## config.mk

```make
export PLATFORM = sky130hd
export DESIGN_NAME = word_memory_bank_flat
export DESIGN_NICKNAME = d
export VERILOG_FILES = /design/src/rtl/word_memory_bank_pkg.sv /design/src/rtl/word_memory_bank_if.sv /design/src/rtl/word_memory_bank_clear_ctrl.sv /design/src/rtl/word_memory_bank.sv /design/src/flat_wrapper.sv
export SDC_FILE = /design/constraint.sdc
export NUM_CORES = 1
export LEC_CHECK = 0
export ABC_CLOCK_PERIOD_IN_PS = 6650
export CAP_MARGIN = 20
export CORE_ASPECT_RATIO = 1.1
export CORE_MARGIN = 10
export CORE_UTILIZATION = 63
export CTS_CLUSTER_DIAMETER = 120
export DETAILED_ROUTE_END_ITERATION = 8
export PLACE_DENSITY = 0.82
export SLEW_MARGIN = 5
export SYNTH_ARGS = -nofsm -noshare
export SYNTH_HDL_FRONTEND = slang
export SYNTH_HIERARCHICAL = 1
export SYNTH_SLANG_ARGS = --single-unit
```

## constraint.sdc

```tcl
create_clock -name clk -period 6.65 [get_ports clk]
set_input_delay 1.6625 -clock clk [delete_from_list [all_inputs] [get_ports clk]]
set_output_delay 1.6625 -clock clk [all_outputs]
set_load 0.005 [all_outputs]
```

## src/rtl/word_memory_bank_pkg.sv

```systemverilog
// Shared types and defaults for the word memory bank and its clear controller.
package memory_pkg;

  typedef enum logic {
    IDLE,
    CLEAR
  } clr_state_t;

  localparam int unsigned DEFAULT_WIDTH = 8;
  localparam int unsigned DEFAULT_DEPTH = 16;

endpackage

```

## src/rtl/word_memory_bank_if.sv

```systemverilog
// Request/response bundle between a word memory bank and its user.
interface word_memory_bank_if #(
  parameter int unsigned WIDTH  = memory_pkg::DEFAULT_WIDTH,
  parameter int unsigned DEPTH  = memory_pkg::DEFAULT_DEPTH,
  localparam int unsigned ADDR_W = $clog2(DEPTH)
);

  logic              store;
  logic [ADDR_W-1:0] wr_addr;
  logic [WIDTH-1:0]  data;
  logic [ADDR_W-1:0] rd_addr;
  logic              clear;
  logic [WIDTH-1:0]  memory;
  logic [WIDTH-1:0]  n_mem;
  logic              rd_valid;
  logic              busy;
  logic              store_ack;

  modport master (
    output store, wr_addr, data, rd_addr, clear,
    input  memory, n_mem, rd_valid, busy, store_ack
  );

  modport slave (
    input  store, wr_addr, data, rd_addr, clear,
    output memory, n_mem, rd_valid, busy, store_ack
  );

endinterface

```

## src/rtl/word_memory_bank_clear_ctrl.sv

```systemverilog
// Sequential-clear controller: walks every word index once per clear request.
module mem_clear_ctrl
  import memory_pkg::*;
#(
  parameter int unsigned DEPTH  = DEFAULT_DEPTH,
  localparam int unsigned ADDR_W = $clog2(DEPTH)
) (
  input  logic              clk,
  input  logic              reset_n,
  input  logic              clear,
  output logic              busy,
  output logic              clr_en,
  output logic [ADDR_W-1:0] clr_addr
);

  clr_state_t        state;
  logic [ADDR_W-1:0] cnt;

  always_ff @(posedge clk or negedge reset_n) begin
    if (!reset_n) begin
      state <= IDLE;
      cnt   <= '0;
      busy  <= 1'b0;
    end else begin
      case (state)
        IDLE: begin
          if (clear) begin
            state <= CLEAR;
            busy  <= 1'b1;
            cnt   <= '0;
          end
        end
        CLEAR: begin
          // clear requests here are ignored; the walk always completes
          if (cnt == ADDR_W'(DEPTH - 1)) begin
            state <= IDLE;
            busy  <= 1'b0;
            cnt   <= '0;
          end else begin
            cnt <= cnt + ADDR_W'(1);
          end
        end
        default: begin
          state <= IDLE;
          busy  <= 1'b0;
          cnt   <= '0;
        end
      endcase
    end
  end

  assign clr_en   = busy;
  assign clr_addr = cnt;

endmodule

```

## src/rtl/word_memory_bank.sv

```systemverilog
// Word-addressed storage with one-cycle registered read, per-word valid bits
// and a sequential clear that locks out stores while it runs.
module word_memory_bank
  import memory_pkg::*;
#(
  parameter int unsigned WIDTH = DEFAULT_WIDTH,
  parameter int unsigned DEPTH = DEFAULT_DEPTH,
  localparam int unsigned ADDR_W = $clog2(DEPTH)
) (
  input  logic           clk,
  input  logic           reset_n,
  word_memory_bank_if.slave bus
);

  logic [WIDTH-1:0]  mem [DEPTH];
  logic [DEPTH-1:0]  valid;
  logic              busy;
  logic              clr_en;
  logic [ADDR_W-1:0] clr_addr;
  logic              accept;

  mem_clear_ctrl #(.DEPTH(DEPTH)) u_clear_ctrl (
    .clk      (clk),
    .reset_n  (reset_n),
    .clear    (bus.clear),
    .busy     (busy),
    .clr_en   (clr_en),
    .clr_addr (clr_addr)
  );

  // A clear request in the same cycle takes priority over a store
  assign accept   = bus.store && !busy && !bus.clear;
  assign bus.busy = busy;

  always_ff @(posedge clk) begin
    if (clr_en) begin
      mem[clr_addr] <= '0;
    end else if (accept) begin
      mem[bus.wr_addr] <= bus.data;
    end
  end

  always_ff @(posedge clk or negedge reset_n) begin
    if (!reset_n) begin
      valid         <= '0;
      bus.memory    <= '0;
      bus.rd_valid  <= 1'b0;
      bus.store_ack <= 1'b0;
    end else begin
      if (clr_en) begin
        valid[clr_addr] <= 1'b0;
      end else if (accept) begin
        valid[bus.wr_addr] <= 1'b1;
      end
      // Reads see pre-edge array and valid state: read-before-write
      bus.memory    <= valid[bus.rd_addr] ? mem[bus.rd_addr] : '0;
      bus.rd_valid  <= valid[bus.rd_addr];
      bus.store_ack <= accept;
    end
  end

  assign bus.n_mem = ~bus.memory;

endmodule

```

## src/flat_wrapper.sv

```systemverilog
// flat-port wrapper written by rule: the top's interface ports become plain ports
module word_memory_bank_flat import memory_pkg::*;
#(
  parameter int unsigned WIDTH = DEFAULT_WIDTH,
  parameter int unsigned DEPTH = DEFAULT_DEPTH,
  localparam int unsigned ADDR_W = $clog2(DEPTH)
)
  (clk, reset_n, bus_store, bus_wr_addr, bus_data, bus_rd_addr, bus_clear, bus_memory, bus_n_mem, bus_rd_valid, bus_busy, bus_store_ack);
  word_memory_bank_if #(.WIDTH(WIDTH), .DEPTH(DEPTH)) bus_i ();
  input  logic clk;
  input  logic reset_n;
  input wire logic [$bits(bus_i.store)-1:0] bus_store;
  input wire logic [$bits(bus_i.wr_addr)-1:0] bus_wr_addr;
  input wire logic [$bits(bus_i.data)-1:0] bus_data;
  input wire logic [$bits(bus_i.rd_addr)-1:0] bus_rd_addr;
  input wire logic [$bits(bus_i.clear)-1:0] bus_clear;
  output wire logic [$bits(bus_i.memory)-1:0] bus_memory;
  output wire logic [$bits(bus_i.n_mem)-1:0] bus_n_mem;
  output wire logic [$bits(bus_i.rd_valid)-1:0] bus_rd_valid;
  output wire logic [$bits(bus_i.busy)-1:0] bus_busy;
  output wire logic [$bits(bus_i.store_ack)-1:0] bus_store_ack;
  assign bus_i.store = bus_store;
  assign bus_i.wr_addr = bus_wr_addr;
  assign bus_i.data = bus_data;
  assign bus_i.rd_addr = bus_rd_addr;
  assign bus_i.clear = bus_clear;
  assign bus_memory = bus_i.memory;
  assign bus_n_mem = bus_i.n_mem;
  assign bus_rd_valid = bus_i.rd_valid;
  assign bus_busy = bus_i.busy;
  assign bus_store_ack = bus_i.store_ack;
  word_memory_bank #(.WIDTH(WIDTH), .DEPTH(DEPTH)) u_core (.clk(clk), .reset_n(reset_n), .bus(bus_i));
endmodule
```

==> results of run 1 <==
## area by class of cell
| class | count | area share (%) |
|---|---|---|
| timing repair buffer | 44 | 5.37 |
| clock inverter | 14 | 3.06 |
| sequential | 160 | 60.0 |
| inverter | 10 | 0.485 |
| multi-input combinational | 186 | 23.2 |
| tap | 143 | 2.31 |
| clock buffer | 18 | 5.55 |
## cell families after synthesis
| group | Yosys count | synth area share, % |
|---|---|---|
| mux | 37 | 12.5 |
| buf+inv | 29 | 2.13 |
| flops | 160 | 70.7 |
| xor+xnor | 1 | 0.133 |
| compound gates | 75 | 7.62 |
| fa+ha+maj | 1 | 0.190 |
| simple gates | 72 | 6.76 |
## power breakdown
| part | internal [mW] | leakage [nW] | switching (mW) |
|---|---|---|---|
| clock network | 0.704 | 0.322 | 0.387 |
| logic | 0.169 | 0.729 | 0.189 |
| registers | 1.18 | 1.58 | 0.0863 |
| total | 2.05 | 2.63 | 0.662 |
## flip-flops by register name (all words and copies together), names as in the netlist
| signal | flops |
|---|---|
| u_core/u_clear_ctrl/state | 1 |
| u_core/valid | 16 |
| u_core/bus.rd_valid | 1 |
| u_core/u_clear_ctrl/clr_addr | 4 |
| u_core/mem | 128 |
| u_core/bus.store_ack | 1 |
| u_core/bus.memory | 8 |
| u_core/u_clear_ctrl/busy | 1 |
## critical path, stage by stage
cell,delay [ps]
sky130_fd_sc_hd__clkdlybuf4s50_1,540
sky130_fd_sc_hd__nor4b_4,740
sky130_fd_sc_hd__nand3b_2,280
sky130_fd_sc_hd__nand2b_1,240
sky130_fd_sc_hd__a21oi_1,850
## stage by stage
step           std cells  power (mW)
3_3_place_gp         540        1.61
2_1_floorplan        375        1.48
5_1_grt              575        2.79
3_5_place_dp         541        1.62
6_report             575        2.71
4_1_cts              573        2.72
## how the worst max path moves through the flow
stage	end	slack, ps
floorplan	u_core/mem[6][0]	3080
global placement	u_core/mem[14][6]	2070
detailed placement	u_core/mem[11][4]	1880
CTS	u_core/mem[15][0]	2350
global route	u_core/mem[10][1]	2200
finish	u_core/mem[10][0]	2360
## routing by layer
layer	global-route usage (%)	wire, microns	vias up
met2	33.7	7530	256
met4	9.95	563	0
met1	27.2	6250	1951
li1	-	-	1607
met5	0	0	-
met3	6.96	1480	49
## Yosys cell counts (3+ instances only)
master / number / area (sq um)
sky130_fd_sc_hd__a21oi_1: 18 / 90.1
sky130_fd_sc_hd__a22o_1: 4 / 35.0
sky130_fd_sc_hd__a22oi_1: 17 / 128
sky130_fd_sc_hd__and2_1: 10 / 62.6
sky130_fd_sc_hd__buf_2: 4 / 20.0
sky130_fd_sc_hd__buf_6: 3 / 33.8
sky130_fd_sc_hd__clkbuf_1: 9 / 33.8
sky130_fd_sc_hd__dfrtp_1: 32 / 801
sky130_fd_sc_hd__edfxtp_1: 128 / 3840
sky130_fd_sc_hd__inv_1: 9 / 33.8
sky130_fd_sc_hd__mux4_2: 36 / 811
sky130_fd_sc_hd__nand2_1: 10 / 37.5
sky130_fd_sc_hd__nand2b_1: 7 / 43.8
sky130_fd_sc_hd__nand3_1: 8 / 40.0
sky130_fd_sc_hd__nand3b_1: 4 / 30.0
sky130_fd_sc_hd__nor2_1: 10 / 37.5
sky130_fd_sc_hd__nor2b_1: 3 / 18.8
sky130_fd_sc_hd__nor3b_1: 3 / 22.5
sky130_fd_sc_hd__o21ai_0: 6 / 30.0
sky130_fd_sc_hd__o21ai_1: 9 / 45.0
sky130_fd_sc_hd__o2bb2ai_1: 6 / 52.6
==> metrics.txt, run 1 <==
# TYPE chip_impl_metric gauge
chip_impl_metric{name="starting_utilization_of_the_core_area",unit="%"} 63.8
chip_impl_metric{name="relSlewSlack",unit="%"} 29.4
chip_impl_metric{name="dp.final_hpwl",unit="microns"} 9510
chip_impl_metric{name="upper_clock_frequency_limit",unit="MHz"} 233
chip_impl_info{name="timing.rr.start",value="u_core/u_clear_ctrl/busy"} 1
chip_impl_metric{name="drt_antenna_net_count",unit=""} 0
chip_impl_metric{name="remaining_drc_errors",unit=""} 0
chip_impl_metric{name="ys_seq_area_share",unit="%"} 70.7
chip_impl_metric{name="finalWorstPathRequiredPeriod",unit="ps"} 4290
chip_impl_metric{name="number_of_buffer_cells_added_on_primary_ports",unit=""} 38
chip_impl_metric{name="timing.critical_path.arrival",unit="ps"} 4330
chip_impl_info{name="final_cell_mix",value="sky130_fd_sc_hd__edfxtp_1, sky130_fd_sc_hd__clkdlybuf4s50_1, sky130_fd_sc_hd__mux4_2, sky130_fd_sc_hd__dfrtp_1, sky130_fd_sc_hd__a21oi_1"} 1
chip_impl_metric{name="clock_path_buffers",unit=""} 2
chip_impl_metric{name="detailedRoute.firstPassIterationCount",unit=""} 4
chip_impl_metric{name="synth.net_count",unit=""} 396
chip_impl_metric{name="crit_path_max_fanout",unit=""} 17
chip_impl_info{name="path_class",value="input port to flip-flop"} 1
chip_impl_metric{name="detail_route.wirelength",unit="microns"} 15800
chip_impl_info{name="cts_tree",value="built"} 1
chip_impl_metric{name="worstMarginPinSlew",unit="ps"} 1060
chip_impl_metric{name="grt.total_usage",unit="%"} 21.6
chip_impl_info{name="rr_endpoint",value="u_core/mem[10][0]"} 1
chip_impl_metric{name="first_iter_violations",unit=""} 404
chip_impl_metric{name="multi_input_gate_area",unit="sq mm"} 0.00180
chip_impl_metric{name="grt_pass1_vias",unit=""} 3945
chip_impl_metric{name="core-area",unit="sq mm"} 0.0103
chip_impl_info{name="holdCritStartpoint",value="u_core/valid[13]"} 1
chip_impl_info{name="clockRootBuffer",value="sky130_fd_sc_hd__clkbuf_16"} 1
chip_impl_metric{name="area.sequential",unit="sq mm"} 0.00464
chip_impl_metric{name="post_dp_cell_area",unit="sq mm"} 0.00706
chip_impl_metric{name="area_growth_syn_to_layout",unit="%"} 17.7
chip_impl_metric{name="synthesis.instances",unit=""} 375
chip_impl_info{name="layout.cells.most_common",value="sky130_fd_sc_hd__edfxtp_1"} 1
chip_impl_metric{name="final.setup.worst_slack",unit="ps"} 2360
chip_impl_info{name="ys_dominant_reg_cell",value="sky130_fd_sc_hd__edfxtp_1"} 1
chip_impl_metric{name="r2r.worst_path.cells",unit=""} 4
chip_impl_metric{name="finish.utilization",unit="%"} 75.1
chip_impl_metric{name="chipHeight",unit="microns"} 127
chip_impl_metric{name="drive_above_1_share",unit="%"} 19.4
chip_impl_metric{name="clkLatencyLatePin",unit="ps"} 420
chip_impl_metric{name="synth_enable_flop_cells",unit=""} 128
chip_impl_metric{name="die_area",unit="sq mm"} 0.0149
chip_impl_metric{name="postCtsSetupBuffers",unit=""} 0
chip_impl_info{name="cp-start-kind",value="input port"} 1
chip_impl_metric{name="drv.max_cap_violation_count",unit=""} 0
chip_impl_metric{name="ff2ff_setup_slack",unit="ps"} 3540
chip_impl_metric{name="ir_worst_vdd",unit="mV"} 0.205
chip_impl_metric{name="clock_slew_at_the_register_clock_pins_of_the_worst_setup_and_hold_paths",unit="ps"} 60
chip_impl_metric{name="grt_first_pass_wirelength",unit="microns"} 24100
chip_impl_metric{name="tritoncts.num_buffers",unit=""} 17
chip_impl_metric{name="route.vias.total",unit=""} 3863
chip_impl_metric{name="synth.lib_cells_used.distinct",unit=""} 52
chip_impl_metric{name="totalNegativeSetupSlack",unit="ps"} 0
chip_impl_metric{name="grt_start_max_net_pins",unit=""} 37
chip_impl_metric{name="cts-htree-levels",unit=""} 4
chip_impl_metric{name="skew",unit="ps"} 8.24
chip_impl_metric{name="synth-async-reset-ratio",unit="%"} 20.0
chip_impl_metric{name="ios",unit=""} 39
chip_impl_metric{name="cts.hold.buffers_added",unit=""} 0
chip_impl_metric{name="nNetsFinal",unit=""} 440
chip_impl_info{name="endpoint_kind",value="flip-flop"} 1
chip_impl_metric{name="slew_violations",unit=""} 0
chip_impl_info{name="hp-class",value="flip-flop to flip-flop"} 1
chip_impl_metric{name="setup_viol_count_final",unit=""} 0
chip_impl_metric{name="grt_remaining_overflow",unit=""} 0
chip_impl_metric{name="synth-seq-cells",unit=""} 160
chip_impl_metric{name="fill_cells",unit=""} 564
chip_impl_metric{name="final_estimated_routing_congestion_in_global_placement",unit=""} 0.951
chip_impl_info{name="grt_setup_unrepaired",value="no"} 1
chip_impl_info{name="result_of_the_run",value="completed"} 1
chip_impl_metric{name="finish.instance_area",unit="sq mm"} 0.00774
chip_impl_metric{name="die_w",unit="microns"} 117
chip_impl_metric{name="min_delay_path_depth",unit=""} 1
chip_impl_metric{name="wl_per_cell",unit="microns"} 27.5
chip_impl_metric{name="pre_cts_slack",unit="ps"} 1880
chip_impl_metric{name="synth.yosys.warnings",unit=""} 6
chip_impl_metric{name="timing.final.hold_violations",unit=""} 0
chip_impl_metric{name="cts_repair_resize_count",unit=""} 0
chip_impl_metric{name="synth_area_per_cell",unit="sq um"} 17.5
chip_impl_metric{name="p_leak",unit="nW"} 2.63
chip_impl_metric{name="cts.sink_count",unit=""} 160
chip_impl_metric{name="power-per-cell-area",unit="mW/mm^2"} 350
chip_impl_metric{name="antenna_found_initial",unit=""} 0
chip_impl_metric{name="syn-cell-area",unit="sq mm"} 0.00657
chip_impl_info{name="holdPathEnd",value="u_core/valid[13]"} 1
chip_impl_metric{name="antenna-diode-count",unit=""} 0
chip_impl_info{name="crit_start",value="bus_clear"} 1
chip_impl_metric{name="post_drt_via_cell_ratio",unit=""} 6.72
chip_impl_metric{name="worst-endpoint-required",unit="ps"} 6690
chip_impl_metric{name="std_cell_rows",unit=""} 39
chip_impl_metric{name="hold_ws",unit="ps"} 515
chip_impl_metric{name="final.period_utilization",unit="%"} 64.6
(Power assumes the default switching activity.)
==> run 2: changes to the inputs <==
ABC_CLOCK_PERIOD_IN_PS = 4140   (was 6650)
CORE_UTILIZATION = 59   (was 63)
PLACE_DENSITY = 0.77   (was 0.82)
clock period = 4.14 ns   (was 6.65 ns; I/O delays follow)
==> run 2 against run 1 <==
Compared with the run above:
- via count is 0.13% lower
- wire length down 7.9%
- global-route usage decreased by 2.1 points
- critical path depth down 1
- first-iteration DRC count fell by 25%
- critical path type unchanged
- clock skew fell by 3.0 ps
- die area rose by 5.7%
==> metrics.txt, run 2 (synthesis gave the netlist of run 1 again) <==
# TYPE chip_impl_metric gauge
chip_impl_info{name="result_of_the_run",value="completed"} 1
chip_impl_metric{name="power.switching",unit="mW"} 1.07
chip_impl_metric{name="fill_cells",unit=""} 697
chip_impl_info{name="cp_slowest_cell",value="sky130_fd_sc_hd__or4b_1"} 1
chip_impl_info{name="max_flop_register",value="u_core/mem"} 1
chip_impl_metric{name="detailedRoute.firstPassIterationCount",unit=""} 5
chip_impl_metric{name="p_leak",unit="nW"} 2.69
chip_impl_metric{name="upper_clock_frequency_limit",unit="MHz"} 303
chip_impl_metric{name="crit_path_max_incr_delay",unit="ps"} 730
chip_impl_metric{name="antenna-diode-count",unit=""} 0
chip_impl_metric{name="post_drt_via_cell_ratio",unit=""} 6.52
chip_impl_metric{name="power-per-cell-area",unit="mW/mm^2"} 538
chip_impl_metric{name="finalWorstPathRequiredPeriod",unit="ps"} 3300
chip_impl_metric{name="total_power",unit="mW"} 4.20
chip_impl_metric{name="drv.max_cap_violation_count",unit=""} 0
chip_impl_metric{name="final.setup.worst_slack",unit="ps"} 836
chip_impl_info{name="rr_endpoint",value="u_core/mem[13][2]"} 1
chip_impl_info{name="hp-class",value="flip-flop to flip-flop"} 1
chip_impl_info{name="cts_tree",value="built"} 1
chip_impl_info{name="clockRootBuffer",value="sky130_fd_sc_hd__clkbuf_16"} 1
chip_impl_info{name="layout.cells.most_common",value="sky130_fd_sc_hd__edfxtp_1"} 1
chip_impl_metric{name="switching_share",unit="%"} 25.5
chip_impl_metric{name="grt_start_max_net_pins",unit=""} 33
chip_impl_info{name="path_class",value="input port to flip-flop"} 1
chip_impl_metric{name="pwr-share-seq",unit="%"} 48.2
chip_impl_info{name="endpoint_kind",value="flip-flop"} 1
chip_impl_metric{name="cts_repair_resize_count",unit=""} 0
chip_impl_metric{name="routedLengthMet1",unit="microns"} 5720
chip_impl_metric{name="dp.final_hpwl",unit="microns"} 9340
chip_impl_metric{name="finish.instance_area",unit="sq mm"} 0.00780
chip_impl_metric{name="largest_register_ffs",unit=""} 128
chip_impl_metric{name="cts.hold.buffers_added",unit=""} 0
chip_impl_metric{name="ff2ff_setup_slack",unit="ps"} 1410
chip_impl_metric{name="die_w",unit="microns"} 121
chip_impl_metric{name="drt_antenna_net_count",unit=""} 0
chip_impl_metric{name="cts-htree-levels",unit=""} 4
chip_impl_metric{name="cts.sink_count",unit=""} 160
chip_impl_metric{name="number_of_buffer_cells_added_on_primary_ports",unit=""} 38
chip_impl_info{name="final_cell_mix",value="sky130_fd_sc_hd__edfxtp_1, sky130_fd_sc_hd__clkdlybuf4s50_1, sky130_fd_sc_hd__mux4_2, sky130_fd_sc_hd__dfrtp_1, sky130_fd_sc_hd__clkbuf_16"} 1
chip_impl_metric{name="chipHeight",unit="microns"} 131
chip_impl_metric{name="placed_cells",unit=""} 559
chip_impl_metric{name="drive_above_1_share",unit="%"} 22.2
chip_impl_metric{name="grt.total_usage",unit="%"} 19.5
chip_impl_info{name="crit_start",value="bus_clear"} 1
chip_impl_metric{name="power.clock.fraction",unit="%"} 38.3
chip_impl_metric{name="post_dp_cell_area",unit="sq mm"} 0.00717
chip_impl_metric{name="clkLatencyLatePin",unit="ps"} 420
chip_impl_metric{name="hold_ws",unit="ps"} 508
chip_impl_metric{name="ir_worst_vdd",unit="mV"} 0.330
chip_impl_info{name="grt_setup_unrepaired",value="no"} 1
chip_impl_metric{name="detail_route.wirelength",unit="microns"} 14600
chip_impl_metric{name="area_growth_syn_to_layout",unit="%"} 18.7
chip_impl_metric{name="crit_path_max_fanout",unit=""} 9
chip_impl_metric{name="multi_input_gate_area",unit="sq mm"} 0.00180
chip_impl_metric{name="timing.final.hold_violations",unit=""} 0
chip_impl_info{name="timing.rr.start",value="u_core/u_clear_ctrl/busy"} 1
chip_impl_metric{name="r2r.worst_path.cells",unit=""} 3
chip_impl_metric{name="die_area",unit="sq mm"} 0.0158
chip_impl_metric{name="starting_utilization_of_the_core_area",unit="%"} 60.2
chip_impl_metric{name="p_int",unit="mW"} 3.13
chip_impl_info{name="cp-start-kind",value="input port"} 1
chip_impl_metric{name="timing.critical_path.arrival",unit="ps"} 3350
chip_impl_info{name="highest-signal-layer",value="met4"} 1
chip_impl_metric{name="std_cell_rows",unit=""} 40
chip_impl_info{name="holdCritStartpoint",value="u_core/valid[14]"} 1
chip_impl_metric{name="layout.cells.non_filler",unit=""} 592
chip_impl_metric{name="skew",unit="ps"} 5.22
chip_impl_metric{name="worst-endpoint-required",unit="ps"} 4190
chip_impl_metric{name="dr_wl_met3",unit="microns"} 1350
chip_impl_metric{name="met2_length",unit="microns"} 7230
chip_impl_metric{name="pre_cts_slack",unit="ps"} 402
chip_impl_metric{name="ios",unit=""} 39
chip_impl_metric{name="core-area",unit="sq mm"} 0.0109
chip_impl_metric{name="route.vias.total",unit=""} 3858
chip_impl_metric{name="comb_power_share",unit="%"} 13.5
chip_impl_metric{name="postCtsSetupBuffers",unit=""} 0
chip_impl_info{name="holdPathEnd",value="u_core/valid[14]"} 1
chip_impl_metric{name="grt_first_pass_wirelength",unit="microns"} 22900
chip_impl_metric{name="finish.utilization",unit="%"} 71.5
chip_impl_metric{name="slew_violations",unit=""} 0
chip_impl_metric{name="first_iter_violations",unit=""} 305
chip_impl_metric{name="grt_pass1_vias",unit=""} 3973
chip_impl_metric{name="grt_remaining_overflow",unit=""} 0
chip_impl_metric{name="worstMarginPinSlew",unit="ps"} 864
chip_impl_metric{name="antenna_found_initial",unit=""} 0
chip_impl_metric{name="setup_viol_count_final",unit=""} 0
chip_impl_metric{name="clock_path_buffers",unit=""} 2
chip_impl_metric{name="final_estimated_routing_congestion_in_global_placement",unit=""} 0.872
chip_impl_metric{name="remaining_drc_errors",unit=""} 0
chip_impl_info{name="worstPathCellList",value="clkdlybuf4s50_1 -> or4b_1 -> or2_1 -> o21ai_1"} 1
chip_impl_info{name="reg.largest.list",value="u_core/mem: 128 flops, u_core/valid: 16 flops, u_core/bus.memory: 8 flops"} 1
chip_impl_metric{name="tritoncts.num_buffers",unit=""} 17
chip_impl_metric{name="nNetsFinal",unit=""} 453
chip_impl_metric{name="wl_per_cell",unit="microns"} 24.6
chip_impl_metric{name="area.sequential",unit="sq mm"} 0.00464
chip_impl_metric{name="min_delay_path_depth",unit=""} 1
chip_impl_metric{name="clock_slew_at_the_register_clock_pins_of_the_worst_setup_and_hold_paths",unit="ps"} 60
chip_impl_metric{name="totalNegativeSetupSlack",unit="ps"} 0
chip_impl_metric{name="relSlewSlack",unit="%"} 42.3
chip_impl_metric{name="final.period_utilization",unit="%"} 79.8
## run 2: worst max path at each step
stage,endpoint,cells past startpoint
6_report,u_core/mem[13][2],4
5_1_grt,u_core/mem[13][2],4
4_1_cts,u_core/mem[13][3],4
3_5_place_dp,u_core/mem[13][4],4
3_3_place_gp,u_core/mem[13][2],4
2_1_floorplan,u_core/mem[6][0],4
## run 2: power by group through the flow
stage / Sequential (mW) / Clock [mW] / Combinational, mW
after floorplan: 1.99 / 0 / 0.390
after global placement: 2.05 / 0 / 0.541
after detailed placement: 2.05 / 0 / 0.566
after CTS: 2.02 / 1.63 / 0.570
after global routing: 2.04 / 1.70 / 0.618
final: 2.02 / 1.61 / 0.568
## run 2: routing by layer
metal  vias to the layer above  track usage [%]
met5                         -                0
met4                         0             6.61
met3                        24             6.31
met2                       226             31.3
met1                      1984             24.6
li1                       1624                -
## run 2: layout make-up
cell class	instances	area share [%]
well taps	147	2.36
clock inverters	11	1.43
inverters	10	0.481
repair buffers	57	6.61
multi-input cells	186	23.0
flip-flops and latches	160	59.5
clock buffers	21	6.59
## run 2: critical path, delay by kind of cell
family | cells | cell delay (ps)
buf+inv | 1 | 540
simple gates | 2 | 1140
compound gates | 1 | 630
